**src/rtl/pc_predict_pkg.sv**
```systemverilog
// Shared definitions for the next-PC predictor: EX-stage next-PC operation
// codes, the 2-bit direction counter states, and the BTB update kinds.
package pc_predict_pkg;

    localparam logic [2:0] NPC_PLUS4  = 3'b000;
    localparam logic [2:0] NPC_BRANCH = 3'b001;
    localparam logic [2:0] NPC_JUMP   = 3'b010;
    localparam logic [2:0] NPC_JALR   = 3'b100;

    // Saturating direction counter; the upper bit is the taken prediction.
    typedef enum logic [1:0] {
        CTR_SNT = 2'b00,
        CTR_WNT = 2'b01,
        CTR_WT  = 2'b10,
        CTR_ST  = 2'b11
    } ctr_e;

    // What the BTB should do with the instruction resolving in EX.
    typedef enum logic [1:0] {
        UPD_NONE   = 2'b00,
        UPD_BRANCH = 2'b01,
        UPD_JUMP   = 2'b10
    } upd_kind_e;

    // Step a direction counter toward the resolved outcome, clamping at the ends.
    function automatic ctr_e ctr_step(input ctr_e ctr, input logic taken);
        ctr_e result;
        if (taken) begin
            result = (ctr == CTR_ST) ? CTR_ST : ctr_e'(ctr + 2'd1);
        end else begin
            result = (ctr == CTR_SNT) ? CTR_SNT : ctr_e'(ctr - 2'd1);
        end
        return result;
    endfunction

endpackage

```
**src/rtl/pc_predict_btb.sv**
```systemverilog
// Direct-mapped branch target buffer: one combinational read port for the
// fetch lookup and one update port driven by the EX-stage resolution.
// Reads see the contents from before any update on the same edge.
module pc_predict_btb
    import pc_predict_pkg::*;
#(
    parameter int XLEN  = 32,
    parameter int DEPTH = 16,
    parameter int IDX   = $clog2(DEPTH),
    parameter int TAGW  = XLEN - IDX - 2
) (
    input  logic            clk,
    input  logic            rstn,
    input  logic [IDX-1:0]  rd_idx,
    output logic            rd_valid,
    output logic [TAGW-1:0] rd_tag,
    output logic [XLEN-1:0] rd_target,
    output ctr_e            rd_ctr,
    input  upd_kind_e       upd_kind,
    input  logic [IDX-1:0]  upd_idx,
    input  logic [TAGW-1:0] upd_tag,
    input  logic            upd_taken,
    input  logic [XLEN-1:0] upd_target
);

    logic            valid_q  [DEPTH];
    ctr_e            ctr_q    [DEPTH];
    logic [TAGW-1:0] tag_q    [DEPTH];
    logic [XLEN-1:0] target_q [DEPTH];

    logic upd_hit;
    logic wr_en;
    logic wr_alloc;
    logic wr_target;
    ctr_e wr_ctr;

    assign rd_valid  = valid_q[rd_idx];
    assign rd_tag    = tag_q[rd_idx];
    assign rd_target = target_q[rd_idx];
    assign rd_ctr    = ctr_q[rd_idx];

    assign upd_hit = valid_q[upd_idx] && (tag_q[upd_idx] == upd_tag);

    // Decide whether the entry is trained in place, freshly allocated, or left alone.
    always_comb begin
        wr_en     = 1'b0;
        wr_alloc  = 1'b0;
        wr_target = 1'b0;
        wr_ctr    = CTR_SNT;
        case (upd_kind)
            UPD_BRANCH: begin
                if (upd_hit) begin
                    wr_en     = 1'b1;
                    wr_ctr    = ctr_step(ctr_q[upd_idx], upd_taken);
                    wr_target = upd_taken;
                end else if (upd_taken) begin
                    wr_en     = 1'b1;
                    wr_alloc  = 1'b1;
                    wr_ctr    = CTR_WT;
                    wr_target = 1'b1;
                end
            end
            UPD_JUMP: begin
                wr_en     = 1'b1;
                wr_alloc  = 1'b1;
                wr_ctr    = CTR_ST;
                wr_target = 1'b1;
            end
            default: begin
            end
        endcase
    end

    // Valid bits and counters are cleared by reset so every lookup misses afterwards.
    always_ff @(posedge clk or negedge rstn) begin
        if (!rstn) begin
            for (int i = 0; i < DEPTH; i++) begin
                valid_q[i] <= 1'b0;
                ctr_q[i]   <= CTR_SNT;
            end
        end else if (wr_en) begin
            ctr_q[upd_idx] <= wr_ctr;
            if (wr_alloc) begin
                valid_q[upd_idx] <= 1'b1;
            end
        end
    end

    // Tags and targets need no reset; they are only trusted behind a set valid bit.
    always_ff @(posedge clk) begin
        if (wr_en && wr_alloc) begin
            tag_q[upd_idx] <= upd_tag;
        end
        if (wr_en && wr_target) begin
            target_q[upd_idx] <= upd_target;
        end
    end

endmodule

```
**src/rtl/pc_predict.sv**
```systemverilog
// IF-stage next-PC unit: registered fetch PC, BTB-based prediction, and
// EX-stage resolution that detects mispredictions and trains the BTB.
module pc_predict
    import pc_predict_pkg::*;
#(
    parameter int              XLEN      = 32,
    parameter int              BTB_DEPTH = 16,
    parameter logic [XLEN-1:0] RESET_PC  = '0
) (
    input  logic            clk,
    input  logic            rstn,
    input  logic            stall,
    output logic [XLEN-1:0] pc,
    output logic            pred_taken,
    output logic [XLEN-1:0] pred_target,
    input  logic            ex_valid,
    input  logic [2:0]      ex_op,
    input  logic            ex_taken,
    input  logic [XLEN-1:0] ex_pc,
    input  logic [XLEN-1:0] ex_imm,
    input  logic [XLEN-1:0] ex_rd1,
    input  logic            ex_pred_taken,
    input  logic [XLEN-1:0] ex_pred_target,
    output logic            redirect,
    output logic [XLEN-1:0] redirect_pc
);

    localparam int IDX  = $clog2(BTB_DEPTH);
    localparam int TAGW = XLEN - IDX - 2;

    logic            lk_valid;
    logic [TAGW-1:0] lk_tag;
    logic [XLEN-1:0] lk_target;
    ctr_e            lk_ctr;
    logic            lk_hit;

    logic            act_taken;
    logic [XLEN-1:0] act_target;
    upd_kind_e       act_kind;
    upd_kind_e       btb_kind;
    logic            mispredict;
    logic [XLEN-1:0] next_pc;

    pc_predict_btb #(
        .XLEN  (XLEN),
        .DEPTH (BTB_DEPTH)
    ) u_btb (
        .clk        (clk),
        .rstn       (rstn),
        .rd_idx     (pc[IDX+1:2]),
        .rd_valid   (lk_valid),
        .rd_tag     (lk_tag),
        .rd_target  (lk_target),
        .rd_ctr     (lk_ctr),
        .upd_kind   (btb_kind),
        .upd_idx    (ex_pc[IDX+1:2]),
        .upd_tag    (ex_pc[XLEN-1:IDX+2]),
        .upd_taken  (act_taken),
        .upd_target (act_target)
    );

    assign lk_hit      = lk_valid && (lk_tag == pc[XLEN-1:IDX+2]);
    assign pred_taken  = lk_hit && (lk_ctr inside {CTR_WT, CTR_ST});
    assign pred_target = pred_taken ? lk_target : pc + XLEN'(4);

    // Work out the real direction and destination of the instruction in EX.
    always_comb begin
        act_taken  = 1'b0;
        act_target = ex_pc + ex_imm;
        act_kind   = UPD_NONE;
        case (ex_op)
            NPC_BRANCH: begin
                act_taken = ex_taken;
                act_kind  = UPD_BRANCH;
            end
            NPC_JUMP: begin
                act_taken = 1'b1;
                act_kind  = UPD_JUMP;
            end
            NPC_JALR: begin
                act_taken  = 1'b1;
                act_target = (ex_rd1 + ex_imm) & ~XLEN'(1);
                act_kind   = UPD_JUMP;
            end
            default: begin
            end
        endcase
    end

    assign btb_kind    = ex_valid ? act_kind : UPD_NONE;
    assign mispredict  = (act_taken != ex_pred_taken) ||
                         (act_taken && (act_target != ex_pred_target));
    assign redirect    = ex_valid && mispredict;
    assign redirect_pc = act_taken ? act_target : ex_pc + XLEN'(4);

    // A misprediction must win even over a stall, otherwise the flush would be lost.
    always_comb begin
        if (redirect) begin
            next_pc = redirect_pc;
        end else if (stall) begin
            next_pc = pc;
        end else begin
            next_pc = pred_target;
        end
    end

    // Fetch PC register.
    always_ff @(posedge clk or negedge rstn) begin
        if (!rstn) begin
            pc <= RESET_PC;
        end else begin
            pc <= next_pc;
        end
    end

endmodule

```
**config.mk**
```make
export PLATFORM = sky130hd
export DESIGN_NAME = pc_predict
export DESIGN_NICKNAME = d
export VERILOG_FILES = /design/src/rtl/pc_predict_pkg.sv /design/src/rtl/pc_predict_btb.sv /design/src/rtl/pc_predict.sv
export SDC_FILE = /design/constraint.sdc
export NUM_CORES = 2
export LEC_CHECK = 0
export CAP_MARGIN = 5
export CORE_ASPECT_RATIO = 0.5
export CORE_MARGIN = 2
export CORE_UTILIZATION = 30
export CTS_CLUSTER_DIAMETER = 80
export DETAILED_ROUTE_END_ITERATION = 6
export GPL_ROUTABILITY_DRIVEN = 0
export HOLD_SLACK_MARGIN = 0.15
export MAX_ROUTING_LAYER = met4
export SETUP_SLACK_MARGIN = 0.15
export SLEW_MARGIN = 25
export SYNTH_ARGS = -nofsm -noshare
export SYNTH_HDL_FRONTEND = slang
export SYNTH_HIERARCHICAL = 1
export SYNTH_SLANG_ARGS = --single-unit
```
**constraint.sdc**
```tcl
create_clock -name clk -period 8.3 [get_ports clk]
set_clock_uncertainty 0.05 [all_clocks]
set_input_delay 1.66 -clock clk [delete_from_list [all_inputs] [get_ports clk]]
set_output_delay 1.66 -clock clk [all_outputs]
set_load 0.05 [all_outputs]
```
# Word level (Yosys, flattened, before mapping)
# Memories as Yosys holds them, arrays and structs flattened.
# Cells that the tools add are included.
# op_classes
n_eq_ne	13
addsub	6
n_mux	42
order_cmp	3
bitwise_logic	3
reduce_logical	13
# op_table
cell	count
32-bit two-way mux	5
32-bit by 3-bit adder with 32-bit output (second input constant)	2
32-bit adder	2
26-bit equality test	2
32-bit bitwise mux	1
32-bit != test	1
2-bit two-way mux	11
2-bit binary-select mux with 4-bit select	2
16-bit bitwise OR	1
1-bit two-way mux	13
5-bit >= comparator (second input constant)	2
4-bit inverter with 5-bit output	2
1-bit binary-select mux with 4-bit select	2
2-bit demux with 4-bit select	1
2-bit equality test (second input constant)	4
1-bit logical AND	8
1-bit case mux with 2 select lines	4
2-bit case mux with 2 select lines	2
5-bit by 1-bit less-than comparator with 1-bit output (second input constant)	1
1-bit demux with 4-bit select	1
3-bit by 1-bit equality test with 1-bit output (second input constant)	1
3-bit by 2-bit equality test with 1-bit output (second input constant)	1
3-bit equality test (second input constant)	1
2-bit by 1-bit adder with 2-bit output (second input constant)	1
other kinds (9)	9
# totals
ram_bits	928
input_bits	137
reg_bits	80
n_memories	2
# memory_table
name	words	word_bits	rd	rd_clocked_by_memory_dff	wr	line_no	rtl
u_btb.target_q	16	32	1	0	1	pc_predict_btb.sv:29	logic [XLEN-1:0] target_q [DEPTH];
u_btb.tag_q	16	26	2	0	1	pc_predict_btb.sv:28	logic [TAGW-1:0] tag_q [DEPTH];

# Depth between registers and ports, before layout
# depth
ltp_word	10
depth_mapped	16

# Modules after synthesis
# Netlist, hierarchy kept.
# by_module_without_submodules
mod	area_each_um2	cells_per_inst	instances	seq_area_each_um2
pc_predict_btb	41827.6	1942	1	29067.9
pc_predict	9241.4	1259	1	800.8

# Least setup slack after synthesis
# Ideal clock, no wire load.
# synth_path
path_type	reg-to-output
startpoint	reg pc[2]
endpoint	out pred_target[18]
path_stages_with_launch	13
slack_ps	965
n_path_buf	4
required_time_ps	6590
arrival_time_ps	5625
cell_sequence	dfrtp_1 clkbuf_1 buf_1 buf_1 mux4_2 mux4_2 xor2_1 nor4_1 nand4_1 nor4_1 clkbuf_1 nand2_1 o21ai_0
# synth_lines
item	line_no	rtl
start: declaration	pc_predict.sv:13	output logic [XLEN-1:0] pc,
start signal: assignment	pc_predict.sv:112	pc <= next_pc;
memory read 16 x 26 bit	-	
via lk_tag[18]	pc_predict.sv:32	logic [TAGW-1:0] lk_tag;
26-bit equality test	pc_predict.sv:62	assign lk_hit = lk_valid && (lk_tag == pc[XLEN-1:IDX+2]);
1-bit logical AND	pc_predict.sv:62	
1-bit logical AND	pc_predict.sv:63	assign pred_taken = lk_hit && (lk_ctr inside {CTR_WT, CTR_ST});
via pred_taken	pc_predict.sv:14	output logic pred_taken,
32-bit two-way mux	pc_predict.sv:64	assign pred_target = pred_taken ? lk_target : pc + XLEN'(4);
end: declaration	pc_predict.sv:15	output logic [XLEN-1:0] pred_target,
# The timed path passes the listed nets, and every way through them passes these cells. The select of a mux whose other input is x is not followed.

# Worst setup path after layout
# layout_path
startpoint	in ex_pc[11]
endpoint	out redirect
# layout_between
elab_chain_len	6
# layout_lines
item	line_no	rtl
start: declaration	pc_predict.sv:19	input logic [XLEN-1:0] ex_pc,
32-bit adder	pc_predict.sv:69	act_target = ex_pc + ex_imm;
32-bit two-way mux	pc_predict.sv:71	case (ex_op)
32-bit != test	pc_predict.sv:92	(act_taken && (act_target != ex_pred_target));
1-bit logical AND	pc_predict.sv:92	
1-bit logical OR	pc_predict.sv:91	assign mispredict = (act_taken != ex_pred_taken) ||
1-bit logical AND	pc_predict.sv:93	assign redirect = ex_valid && mispredict;
end: declaration	pc_predict.sv:24	output logic redirect,
# Every way passes these cells.

==> metrics.yaml <==
run_status: "finished, final reports clean"
cp-startpoint: "ex_pc[11]"
routed-via-count: 33300
grt_pass1_wl_mm: 244
area_growth_pct: 18.4
finalSetupTns_ps: 0
yosys_warnings: 6
max_stage_delay_ps: 830
p_per_area_mw_per_mm2: 260
r2r_slack_ps: 3150
cp_slowest_cell: "clkdlybuf4s50_1"
fill_cells: 15700
path_buf_inv: 3
slew_headroom: 0.219
hold_path_startpoint: "u_btb/valid_q[15]$_DFFE_PN0P_"
crit_arrival_ps: 6450
drc_errors: 0
clkLatencyLatePin_ps: 700
antenna_left: 0
fp-row-count: 106
fin_crit_sh: 0.984
clk_path_buf_depth: 3
critical_path.top_delay_family: "compound AO/OA/AOI/OAI gates"
ff2ff_path_depth: 11
port_buffers: 234
cp.depth: 14
grt-ovfl-total: 0
postCtsSetupBuffers: 0
drv_slew: 0
crit_fanout: 11
timing.hold.ws_ps: 451
io_pins: 235
p_sw_w: 0.00528
worstPathCellList: "clkdlybuf4s50_1 > ha_2 > a21oi_1 > o21ai_0 > nor3_1 > a211oi_1 > mux2i_1 > and3_1 > mux2i_1 > o2111ai_1 > nand4b_1 > o41ai_4 > inv_1 > buf_4"
nets: 3679
p_total_w: 0.0157
cp-endpoint: "redirect"
setup_violations: 0
drt_iter0_drc: 4844
utilization: 0.359
rr_startpoint: "pc[2]$_DFFE_PN0P_"
synth_nets: 3400
drive_above_1_share: 0.251
min_path_type: "flip-flop to flip-flop"
worstPathRequired_ps: 6590
p_sw_frac: 0.336
leakagePower_nw: 19.9
critPathKind: "input port to primary output"
ir_drop_uv: 157
hold_viol_final: 0
dp_hpwl_mm: 117
wl_mm: 172
dieArea_mm2: 0.173
clk_pin_slew_ps: 70
syn-cell-area_mm2: 0.0510
wire_per_inst_um: 29.6
p_seq_frac: 0.386
synth_area_per_cell_um2: 15.9
cts_root_buf: "clkbuf_16"
min_period_ps: 8160
clock_power_share: 0.291
die_height_um: 295
power_frac_comb: 0.323
viasPerCell: 5.71
cts.sink_count: 1008
cts-htree-levels: 3
max_freq_ghz: 0.122
cap_violations: 0
tightest_slew_ps: 1160
coreArea_mm2: 0.168
cts_tree: "done"
initial_core_util: 0.303
numCtsBuffers: 96
grt_max_degree: 86
pre_cts_ws_ps: 151
fin_ws_ps: 136
grt_pass1_vias: 32700
track_usage: 0.201
dr.pass1.iters: 5
timing.critical_path.mode_cell: "mux2i_1"
antenna_found_initial: 10
synthCells: 3196
die_x_um: 587
reg2reg_to: "pc[5]$_DFFE_PN0P_"
rsz0062_at_grt: "false"
start_kind: "input port"
internal_power_w: 0.0104
crit_path_end_kind: "primary output"
==> worst reg2reg max path: cells and delay by family (launching register included) <==
kind | cells | cell delay, ps
xor+xnor | 1 | 190
simple gates | 3 | 1010
compound gates | 1 | 530
buf+inv | 2 | 800
flops | 1 | 680
mux | 4 | 1800
==> power groups by stage <==
stage / Clock (W) / Combinational, W / Sequential, W
6_report: 0.00457 / 0.00507 / 0.00606
4_1_cts: 0.00465 / 0.00502 / 0.00606
3_5_place_dp: 0 / 0.00500 / 0.00617
2_1_floorplan: 0 / 0.00309 / 0.00612
5_1_grt: 0.00483 / 0.00527 / 0.00607
3_3_place_gp: 0 / 0.00497 / 0.00616
==> per-layer routing <==
metal | GRT usage | wire, um | vias to the layer above
li1 | - | - | 13600
met1 | 0.265 | 70000 | 17500
met2 | 0.309 | 79100 | 1808
met3 | 0.0288 | 14200 | 385
met4 | 0.0894 | 8920 | 0
met5 | - | 0 | -
==> flip-flops by register name (all words and copies together) (netlist names) <==
register and cells:
u_btb/target_q 512, u_btb/tag_q 416, pc 32, u_btb/ctr_q 32, u_btb/valid_q 16
==> stage by stage <==
stage,instances,cell area (um^2)
after floorplan,3196,51000
after CTS,5821,60200
final,5828,60300
after detailed placement,5643,56900
after global routing,5828,60300
after global placement,5643,56900
==> what timing repair did <==
item                       in CTS  in global routing
hold buffers                    0                  0
setup endpoints to repair       1                  1
resized for setup               1                  3
==> how the worst min path moves through the flow <==
stage / endpoint / slack [ps] / cells after the start
final: u_btb/valid_q[15]$_DFFE_PN0P_ / 450 / 1
after global routing: u_btb/ctr_q[16]$_DFFE_PN0P_ / 470 / 1
after CTS: u_btb/valid_q[15]$_DFFE_PN0P_ / 450 / 1
after detailed placement: u_btb/valid_q[8]$_DFFE_PN0P_ / 430 / 1
after global placement: u_btb/valid_q[5]$_DFFE_PN0P_ / 420 / 1
after floorplan: u_btb/valid_q[9]$_DFFE_PN0P_ / 400 / 1
==> layout make-up <==
type | count | area (um^2) | share of cell area
Antenna cell | 5 | 12.5 | 0.000207
Clock buffer | 109 | 2490 | 0.0413
Clock inverter | 69 | 793 | 0.0132
Inverter | 47 | 176 | 0.00293
Multi-Input combinational cell | 1934 | 20300 | 0.336
Sequential cell | 1008 | 29900 | 0.496
Tap cell | 2268 | 2840 | 0.0471
Timing Repair Buffer | 388 | 3860 | 0.0640
==> placed cells by master (no fill, tap or decap), drive strengths merged, types with 109 or more instances in the layout <==
| cell | n |
|---|---|
| nor2 | 125 |
| nand2 | 151 |
| a21oi | 119 |
| clkdlybuf4s50 | 211 |
| mux4 | 375 |
| buf | 177 |
| mux2 | 119 |
| clkbuf | 109 |
| edfxtp | 928 |
| mux2i | 128 |
Power figures use the tool's default switching activity.
